<file path="config.mk">
export PLATFORM = sky130hd
export DESIGN_NAME = ga_inner_prod_arbiter_flat
export DESIGN_NICKNAME = d
export VERILOG_FILES = /design/src/rtl/ga_inner_prod_arbiter_if.sv /design/src/rtl/ga_inner_prod_arbiter.sv /design/src/flat_wrapper.sv
export SDC_FILE = /design/constraint.sdc
export NUM_CORES = 1
export LEC_CHECK = 0
export CAP_MARGIN = 20
export CORE_AREA = 2 2 523 525
export DETAILED_ROUTE_END_ITERATION = 10
export DIE_AREA = 0 0 525 527
export GPL_ROUTABILITY_DRIVEN = 0
export GPL_TIMING_DRIVEN = 0
export MAX_ROUTING_LAYER = met4
export PLACE_DENSITY = 0.3
export SYNTH_ARGS = -nofsm -noshare
export SYNTH_HDL_FRONTEND = slang
export SYNTH_SLANG_ARGS = --single-unit
</file>
<file path="constraint.sdc">
create_clock -name clk -period 3.9 [get_ports clk]
set_clock_uncertainty 0.15 [all_clocks]
set_input_delay 0.39 -clock clk [delete_from_list [all_inputs] [get_ports clk]]
set_output_delay 0.39 -clock clk [all_outputs]
set_load 0.005 [all_outputs]
</file>
<file path="src/rtl/ga_inner_prod_arbiter_if.sv">
// Bundle of requester, product-unit and control signals around the inner-product arbiter.
// The slave modport is the arbiter's view; master is the surrounding requesters and product unit.
interface ga_inner_prod_arbiter_if #(
    parameter int N_REQ = 4,
    parameter int VEC_W = 128,
    parameter int RES_W = 16
);
    logic [N_REQ-1:0]       req_valid;
    logic [N_REQ*VEC_W-1:0] req_vec1_flat;
    logic [N_REQ*VEC_W-1:0] req_vec2_flat;
    logic [N_REQ-1:0]       req_grant;
    logic                   ip_valid_pls;
    logic [VEC_W-1:0]       ip_vec1;
    logic [VEC_W-1:0]       ip_vec2;
    logic                   ip_done_pls;
    logic [RES_W-1:0]       ip_res;
    logic [N_REQ-1:0]       rsp_valid_pls;
    logic [RES_W-1:0]       rsp_res;
    logic                   flush_req_pls;
    logic                   flush_done_pls;
    logic                   busy;
    logic                   err_sticky;

    modport slave (
        input  req_valid, req_vec1_flat, req_vec2_flat, ip_done_pls, ip_res, flush_req_pls,
        output req_grant, ip_valid_pls, ip_vec1, ip_vec2, rsp_valid_pls, rsp_res,
               flush_done_pls, busy, err_sticky
    );

    modport master (
        output req_valid, req_vec1_flat, req_vec2_flat, ip_done_pls, ip_res, flush_req_pls,
        input  req_grant, ip_valid_pls, ip_vec1, ip_vec2, rsp_valid_pls, rsp_res,
               flush_done_pls, busy, err_sticky
    );
endinterface

</file>
<file path="src/rtl/ga_inner_prod_arbiter.sv">
// Round-robin arbiter sharing one pipelined inner-product unit between N_REQ requesters.
// Each issue is tagged with its requester ID in an in-order FIFO so results route back to the owner.
module ga_inner_prod_arbiter #(
    parameter int N_REQ   = 4,
    parameter int VEC_W   = 128,
    parameter int RES_W   = 16,
    parameter int MAX_OUT = 4
) (
    input  logic                  clk,
    input  logic                  rstn,
    input  logic                  sw_rst,
    ga_inner_prod_arbiter_if.slave bus
);
    localparam int ID_W  = (N_REQ > 1) ? $clog2(N_REQ) : 1;
    localparam int CNT_W = $clog2(MAX_OUT + 1);
    localparam int PTR_W = (MAX_OUT > 1) ? $clog2(MAX_OUT) : 1;

    localparam logic [ID_W-1:0]  RR_RST   = ID_W'(N_REQ - 1);
    localparam logic [CNT_W-1:0] CNT_MAX  = CNT_W'(MAX_OUT);
    localparam logic [PTR_W-1:0] PTR_LAST = PTR_W'(MAX_OUT - 1);

    localparam logic [0:0] ST_RUN   = 1'b0;
    localparam logic [0:0] ST_DRAIN = 1'b1;

    logic [0:0]       state_q, state_d;
    logic [ID_W-1:0]  rr_ptr_q, rr_ptr_d;
    logic [CNT_W-1:0] count_q, count_d;
    logic [PTR_W-1:0] wr_ptr_q, wr_ptr_d;
    logic [PTR_W-1:0] rd_ptr_q, rd_ptr_d;
    logic             ip_valid_q, ip_valid_d;
    logic [VEC_W-1:0] ip_vec1_q, ip_vec1_d;
    logic [VEC_W-1:0] ip_vec2_q, ip_vec2_d;
    logic [N_REQ-1:0] rsp_valid_q, rsp_valid_d;
    logic [RES_W-1:0] rsp_res_q, rsp_res_d;
    logic             err_q, err_d;
    logic [ID_W-1:0]  id_mem_q [MAX_OUT];

    logic             grant_en;
    logic             grant_hit;
    logic [ID_W-1:0]  grant_idx;
    logic [N_REQ-1:0] grant_vec;
    logic             push;
    logic             pop;
    logic             flush_done;

    // Search starts one past the last winner so every requester gets a turn.
    // NOTE: every variable driven in always_comb gets a default first so no latch is inferred.
    always_comb begin
        grant_en  = !sw_rst && (state_q == ST_RUN) && (count_q < CNT_MAX);
        grant_hit = 1'b0;
        grant_idx = rr_ptr_q;
        for (int k = 1; k <= N_REQ; k++) begin
            if (grant_en && !grant_hit && bus.req_valid[(int'(rr_ptr_q) + k) % N_REQ]) begin
                grant_hit = 1'b1;
                grant_idx = ID_W'((int'(rr_ptr_q) + k) % N_REQ);
            end
        end
        grant_vec = grant_hit ? (N_REQ'(1) << grant_idx) : '0;
    end

    assign push = grant_hit;
    assign pop  = bus.ip_done_pls && (count_q != '0);

    always_comb begin
        state_d     = state_q;
        rr_ptr_d    = push ? grant_idx : rr_ptr_q;
        count_d     = count_q;
        wr_ptr_d    = wr_ptr_q;
        rd_ptr_d    = rd_ptr_q;
        ip_valid_d  = push;
        ip_vec1_d   = ip_vec1_q;
        ip_vec2_d   = ip_vec2_q;
        rsp_valid_d = '0;
        rsp_res_d   = rsp_res_q;
        err_d       = err_q || (bus.ip_done_pls && (count_q == '0));
        flush_done  = 1'b0;

        if (push) begin
            ip_vec1_d = bus.req_vec1_flat[int'(grant_idx)*VEC_W +: VEC_W];
            ip_vec2_d = bus.req_vec2_flat[int'(grant_idx)*VEC_W +: VEC_W];
            wr_ptr_d  = (wr_ptr_q == PTR_LAST) ? '0 : wr_ptr_q + PTR_W'(1);
        end
        if (pop) begin
            rsp_valid_d = N_REQ'(1) << id_mem_q[rd_ptr_q];
            rsp_res_d   = bus.ip_res;
            rd_ptr_d    = (rd_ptr_q == PTR_LAST) ? '0 : rd_ptr_q + PTR_W'(1);
        end
        case ({push, pop})
            2'b10:   count_d = count_q + CNT_W'(1);
            2'b01:   count_d = count_q - CNT_W'(1);
            default: count_d = count_q;
        endcase

        // DRAIN completes in the first cycle it sees nothing outstanding, entry cycle included.
        case (state_q)
            ST_RUN: begin
                if (bus.flush_req_pls) state_d = ST_DRAIN;
            end
            default: begin
                if (count_q == '0) begin
                    flush_done = 1'b1;
                    state_d    = ST_RUN;
                end
            end
        endcase

        if (sw_rst) begin
            state_d     = ST_RUN;
            rr_ptr_d    = RR_RST;
            count_d     = '0;
            wr_ptr_d    = '0;
            rd_ptr_d    = '0;
            ip_valid_d  = 1'b0;
            ip_vec1_d   = '0;
            ip_vec2_d   = '0;
            rsp_valid_d = '0;
            rsp_res_d   = '0;
            err_d       = 1'b0;
            flush_done  = 1'b0;
        end
    end

    // NOTE: sequential state uses non-blocking assignments so every flop samples pre-edge values.
    always_ff @(posedge clk or negedge rstn) begin
        if (!rstn) begin
            state_q     <= ST_RUN;
            rr_ptr_q    <= RR_RST;
            count_q     <= '0;
            wr_ptr_q    <= '0;
            rd_ptr_q    <= '0;
            ip_valid_q  <= 1'b0;
            ip_vec1_q   <= '0;
            ip_vec2_q   <= '0;
            rsp_valid_q <= '0;
            rsp_res_q   <= '0;
            err_q       <= 1'b0;
        end else begin
            state_q     <= state_d;
            rr_ptr_q    <= rr_ptr_d;
            count_q     <= count_d;
            wr_ptr_q    <= wr_ptr_d;
            rd_ptr_q    <= rd_ptr_d;
            ip_valid_q  <= ip_valid_d;
            ip_vec1_q   <= ip_vec1_d;
            ip_vec2_q   <= ip_vec2_d;
            rsp_valid_q <= rsp_valid_d;
            rsp_res_q   <= rsp_res_d;
            err_q       <= err_d;
        end
    end

    // NOTE: the ID storage has no reset; an entry is only read after it was written, guarded by count.
    always_ff @(posedge clk) begin
        if (push) id_mem_q[wr_ptr_q] <= grant_idx;
    end

    assign bus.req_grant      = grant_vec;
    assign bus.ip_valid_pls   = ip_valid_q;
    assign bus.ip_vec1        = ip_vec1_q;
    assign bus.ip_vec2        = ip_vec2_q;
    assign bus.rsp_valid_pls  = rsp_valid_q;
    assign bus.rsp_res        = rsp_res_q;
    assign bus.flush_done_pls = flush_done;
    assign bus.busy           = (count_q != '0);
    assign bus.err_sticky     = err_q;
endmodule

</file>
<file path="src/flat_wrapper.sv">
// flat-port wrapper written by rule: the top's interface ports become plain ports
module ga_inner_prod_arbiter_flat 
#(
    parameter int N_REQ   = 4,
    parameter int VEC_W   = 128,
    parameter int RES_W   = 16,
    parameter int MAX_OUT = 4
)
  (clk, rstn, sw_rst, bus_req_valid, bus_req_vec1_flat, bus_req_vec2_flat, bus_ip_done_pls, bus_ip_res, bus_flush_req_pls, bus_req_grant, bus_ip_valid_pls, bus_ip_vec1, bus_ip_vec2, bus_rsp_valid_pls, bus_rsp_res, bus_flush_done_pls, bus_busy, bus_err_sticky);
  ga_inner_prod_arbiter_if #(.N_REQ(N_REQ), .VEC_W(VEC_W), .RES_W(RES_W)) bus_i ();
  input  logic clk;
  input  logic rstn;
  input  logic sw_rst;
  input wire logic [$bits(bus_i.req_valid)-1:0] bus_req_valid;
  input wire logic [$bits(bus_i.req_vec1_flat)-1:0] bus_req_vec1_flat;
  input wire logic [$bits(bus_i.req_vec2_flat)-1:0] bus_req_vec2_flat;
  input wire logic [$bits(bus_i.ip_done_pls)-1:0] bus_ip_done_pls;
  input wire logic [$bits(bus_i.ip_res)-1:0] bus_ip_res;
  input wire logic [$bits(bus_i.flush_req_pls)-1:0] bus_flush_req_pls;
  output wire logic [$bits(bus_i.req_grant)-1:0] bus_req_grant;
  output wire logic [$bits(bus_i.ip_valid_pls)-1:0] bus_ip_valid_pls;
  output wire logic [$bits(bus_i.ip_vec1)-1:0] bus_ip_vec1;
  output wire logic [$bits(bus_i.ip_vec2)-1:0] bus_ip_vec2;
  output wire logic [$bits(bus_i.rsp_valid_pls)-1:0] bus_rsp_valid_pls;
  output wire logic [$bits(bus_i.rsp_res)-1:0] bus_rsp_res;
  output wire logic [$bits(bus_i.flush_done_pls)-1:0] bus_flush_done_pls;
  output wire logic [$bits(bus_i.busy)-1:0] bus_busy;
  output wire logic [$bits(bus_i.err_sticky)-1:0] bus_err_sticky;
  assign bus_i.req_valid = bus_req_valid;
  assign bus_i.req_vec1_flat = bus_req_vec1_flat;
  assign bus_i.req_vec2_flat = bus_req_vec2_flat;
  assign bus_i.ip_done_pls = bus_ip_done_pls;
  assign bus_i.ip_res = bus_ip_res;
  assign bus_i.flush_req_pls = bus_flush_req_pls;
  assign bus_req_grant = bus_i.req_grant;
  assign bus_ip_valid_pls = bus_i.ip_valid_pls;
  assign bus_ip_vec1 = bus_i.ip_vec1;
  assign bus_ip_vec2 = bus_i.ip_vec2;
  assign bus_rsp_valid_pls = bus_i.rsp_valid_pls;
  assign bus_rsp_res = bus_i.rsp_res;
  assign bus_flush_done_pls = bus_i.flush_done_pls;
  assign bus_busy = bus_i.busy;
  assign bus_err_sticky = bus_i.err_sticky;
  ga_inner_prod_arbiter #(.N_REQ(N_REQ), .VEC_W(VEC_W), .RES_W(RES_W), .MAX_OUT(MAX_OUT)) u_core (.clk(clk), .rstn(rstn), .sw_rst(sw_rst), .bus(bus_i));
endmodule
</file>
==> flow_summary.json <==
{
  "numCtsBuffers": 46,
  "intPower_w": 0.0130,
  "drc": 0,
  "end_kind": "flip-flop",
  "synth_area_per_cell_um2": 11.2,
  "p_switching_w": 0.00936,
  "pwr-share-comb_pct": 55.5,
  "synthArstFlopShare_pct": 97.3,
  "synthCells": 1607,
  "regToRegSetupSlack_ps": 160,
  "grt_pass1_wl_um": 257000,
  "num_vias": 20600,
  "netSwitchingFraction_pct": 41.9,
  "worstReg2RegEnd": "u_core.bus.ip_vec1[36]",
  "path_clk_slew_ps": 60,
  "synth_flop_cell": "dfrtp_1",
  "synthDominantCellAreaShare_pct": 39.7,
  "crit_path_start_kind": "flip-flop",
  "place.detailed.hpwl_um": 182000,
  "fmax_mhz": 268,
  "seq_area_frac_synth_pct": 41.3,
  "rr_worst_depth": 8,
  "viasPerCell": 3.08,
  "wl_per_cell_um": 30.9,
  "worst_pin_slew_ps": 1350,
  "hold_viol_final": 0,
  "drive_gt1_share_pct": 5.57,
  "synth_edf_count": 8,
  "cts_setup_buffers": 0,
  "cp.arrival_ps": 4060,
  "leakagePower_nw": 13.9,
  "worst_ir_drop_vdd_mv": 0.309,
  "fin_crit_sh_pct": 95.8,
  "grt_pass1_vias": 22000,
  "fin_nets": 4054,
  "fp.dieW_um": 525,
  "wl_met2_um": 98700,
  "cts_tree": "done",
  "num_rows": 192,
  "clockRootBuffer": "clkbuf_16",
  "grt_max_degree": 87,
  "synth_area_leader_cell": "dfrtp_1",
  "areaGrowthSynthToFinish_pct": 110,
  "run_status": "completed",
  "min_period_ps": 3740,
  "pwr-share-clk_pct": 20.3,
  "fin_setup_tns_ps": 0,
  "die-area_um2": 277000,
  "dr.pass1.iters": 5,
  "ys_types": 40,
  "crit_path_max_fanout": 16,
  "rsz0062_at_grt": "no",
  "setup_viol": 0,
  "antenna_found_initial": 164,
  "crit_type": "reg2reg",
  "slew_violations": 0,
  "routed_wl_um": 207000,
  "synth_area_um2": 18000,
  "numPortBuffers": 1332,
  "grt_overflow": 0,
  "met3RoutedLength_um": 18400,
  "io_pins": 1333,
  "insertion_delay_ps": 670,
  "routedLengthMet1_um": 85600,
  "htree_levels": 2,
  "r2r_start": "u_core.rr_ptr_q[1]",
  "initial_core_util_pct": 6.63,
  "drv_cap": 0,
  "ys_seq_elements": 296,
  "yosysWarnings": 0,
  "core_um2": 272000,
  "clockBufferDepth": 3,
  "relSlewSlack_pct": 7.22,
  "pwr-share-seq_pct": 24.2,
  "cp.required_ps": 4230,
  "p_per_area_nw_per_um2": 590,
  "top_layer": "met4",
  "grtUsageTotal_pct": 14.9,
  "cts.sinks": 296,
  "total_power_w": 0.0223,
  "dr.first_iter.drc_count": 1059,
  "syn-num-nets": 2662,
  "synth_area_leaders": "dfrtp_1 40%, mux2i_1 29%, o221ai_1 12%",
  "hp-class": "in2async",
  "die_height_um": 527,
  "antenna_left": 0
}
power by group through the flow:
stage	logic, W	registers (W)	clock network, W
2_1_floorplan	0.00477	0.00528	0
4_1_cts	0.0129	0.00541	0.00477
3_5_place_dp	0.0128	0.00544	0
6_report	0.0124	0.00539	0.00453
3_3_place_gp	0.0128	0.00543	0
5_1_grt	0.0132	0.00555	0.00483
stage by stage:
stage               hold slack [ps]  std cells  setup slack (ps)  instance area [µm²]  utilization (%)
finish                         65.0       6703               163                37800             13.9
global route                   56.3       6690              14.9                37800             13.9
CTS                            6.42       6624               127                37600             13.8
detailed placement              178       6541              -373                36100             13.3
global placement                319       6528            -13960                35800             13.2
floorplan                     -55.6       1607              1540                18000                -
timing repair:
action                     CTS  global route
gates resized for setup      2             0
hold buffers                 1             0
pin swaps                    0             0
hold endpoints to repair   164             0
setup endpoints to repair    2             3
registers in the layout, indices dropped and copies added (netlist names):
| name | count |
|---|---|
| u_core.bus.rsp_res | 16 |
| u_core.bus.rsp_valid_pls | 4 |
| u_core.state_q | 1 |
| u_core.id_mem_q | 8 |
| u_core.wr_ptr_q | 2 |
| u_core.bus.ip_vec2 | 128 |
| u_core.rd_ptr_q | 2 |
| u_core.bus.ip_valid_pls | 1 |
| u_core.bus.err_sticky | 1 |
| u_core.count_q | 3 |
| u_core.rr_ptr_q | 2 |
| u_core.bus.ip_vec1 | 128 |
critical path, cell delays in order, from the launching register on:
cell and delay [ps]:
dfstp_2 580, buf_6 160, a21o_2 130, o211ai_1 90, and2_1 190, nand2_2 420
buf_2 580, clkbuf_1 930, o221ai_1 260
logic make-up after synthesis:
family          count (synthesis)  synth area share, %
fa+ha+maj                       6                0.458
buf+inv                       156                 8.10
flops                         296                 41.3
compound gates                290                 13.7
mux                           517                 28.9
simple gates                  339                 7.42
xor+xnor                        3                0.146
per-layer routing:
metal / up-vias / GRT usage [%]
met5: - / -
met4: 0 / 2.80
met3: 234 / 5.68
met2: 1229 / 24.6
met1: 10100 / 17.1
li1: 9053 / -
layout make-up:
cell class	count	area [µm²]
antenna	79	198
tap	3589	4490
clock buffer	61	1310
clock inverter	23	239
fill	30700	234000
sequential	296	7450
timing repair buffer	1347	13600
multi-input combinational	1155	9120
buffer	147	1430
inverter	6	22.5
how the worst max path moves through the flow:
| stage | startpoint | end | slack (ps) | cells past startpoint |
|---|---|---|---|---|
| 2_1_floorplan | u_core.state_q | u_core.count_q[2] | 1540 | 9 |
| 3_3_place_gp | rstn | u_core.bus.ip_vec1[73] | -13960 | 1 |
| 5_1_grt | u_core.rr_ptr_q[1] | u_core.bus.ip_vec1[36] | 10 | 8 |
| 4_1_cts | u_core.rr_ptr_q[1] | u_core.bus.ip_vec1[34] | 130 | 8 |
| 3_5_place_dp | bus_req_valid[3] | u_core.bus.ip_vec1[36] | -370 | 7 |
| 6_report | u_core.rr_ptr_q[1] | u_core.bus.ip_vec1[36] | 160 | 8 |
placed cells by master, fill, tap and decap left out, types with 4 or more instances in the layout:
master / Yosys / routed
nand2_1: 300 / 298
clkbuf_8: 0 / 8
buf_6: 8 / 9
dfrtp_1: 286 / 286
nor2_1: 15 / 15
clkinv_1: 0 / 5
diode_2: 0 / 79
buf_12: 45 / 45
bufinv_16: 0 / 4
and2_1: 6 / 6
buf_1: 4 / 4
mux2i_1: 515 / 515
bufbuf_8: 5 / 5
clkinv_2: 0 / 8
buf_16: 0 / 4
buf_2: 5 / 5
clkbuf_16: 0 / 47
clkbuf_1: 83 / 83
a21oi_1: 21 / 21
edfxtp_1: 8 / 8
ha_1: 5 / 5
nor3_1: 6 / 6
buf_4: 0 / 4
o221ai_1: 256 / 256
buf_8: 0 / 6
clkdlybuf4s50_1: 0 / 1331
synth_stat cells (all sizes together), types with 3 or more instances:
master and number:
nand2 301, ha 5, nor2 15, bufbuf 5, edfxtp 8, inv 6
o211ai 3, clkbuf 83, o221ai 256, dfrtp 286, nor3 6, a21oi 21
and2 6, buf 62, mux2i 515, and3 3
Note: power is estimated with default switching activity, not from simulation.
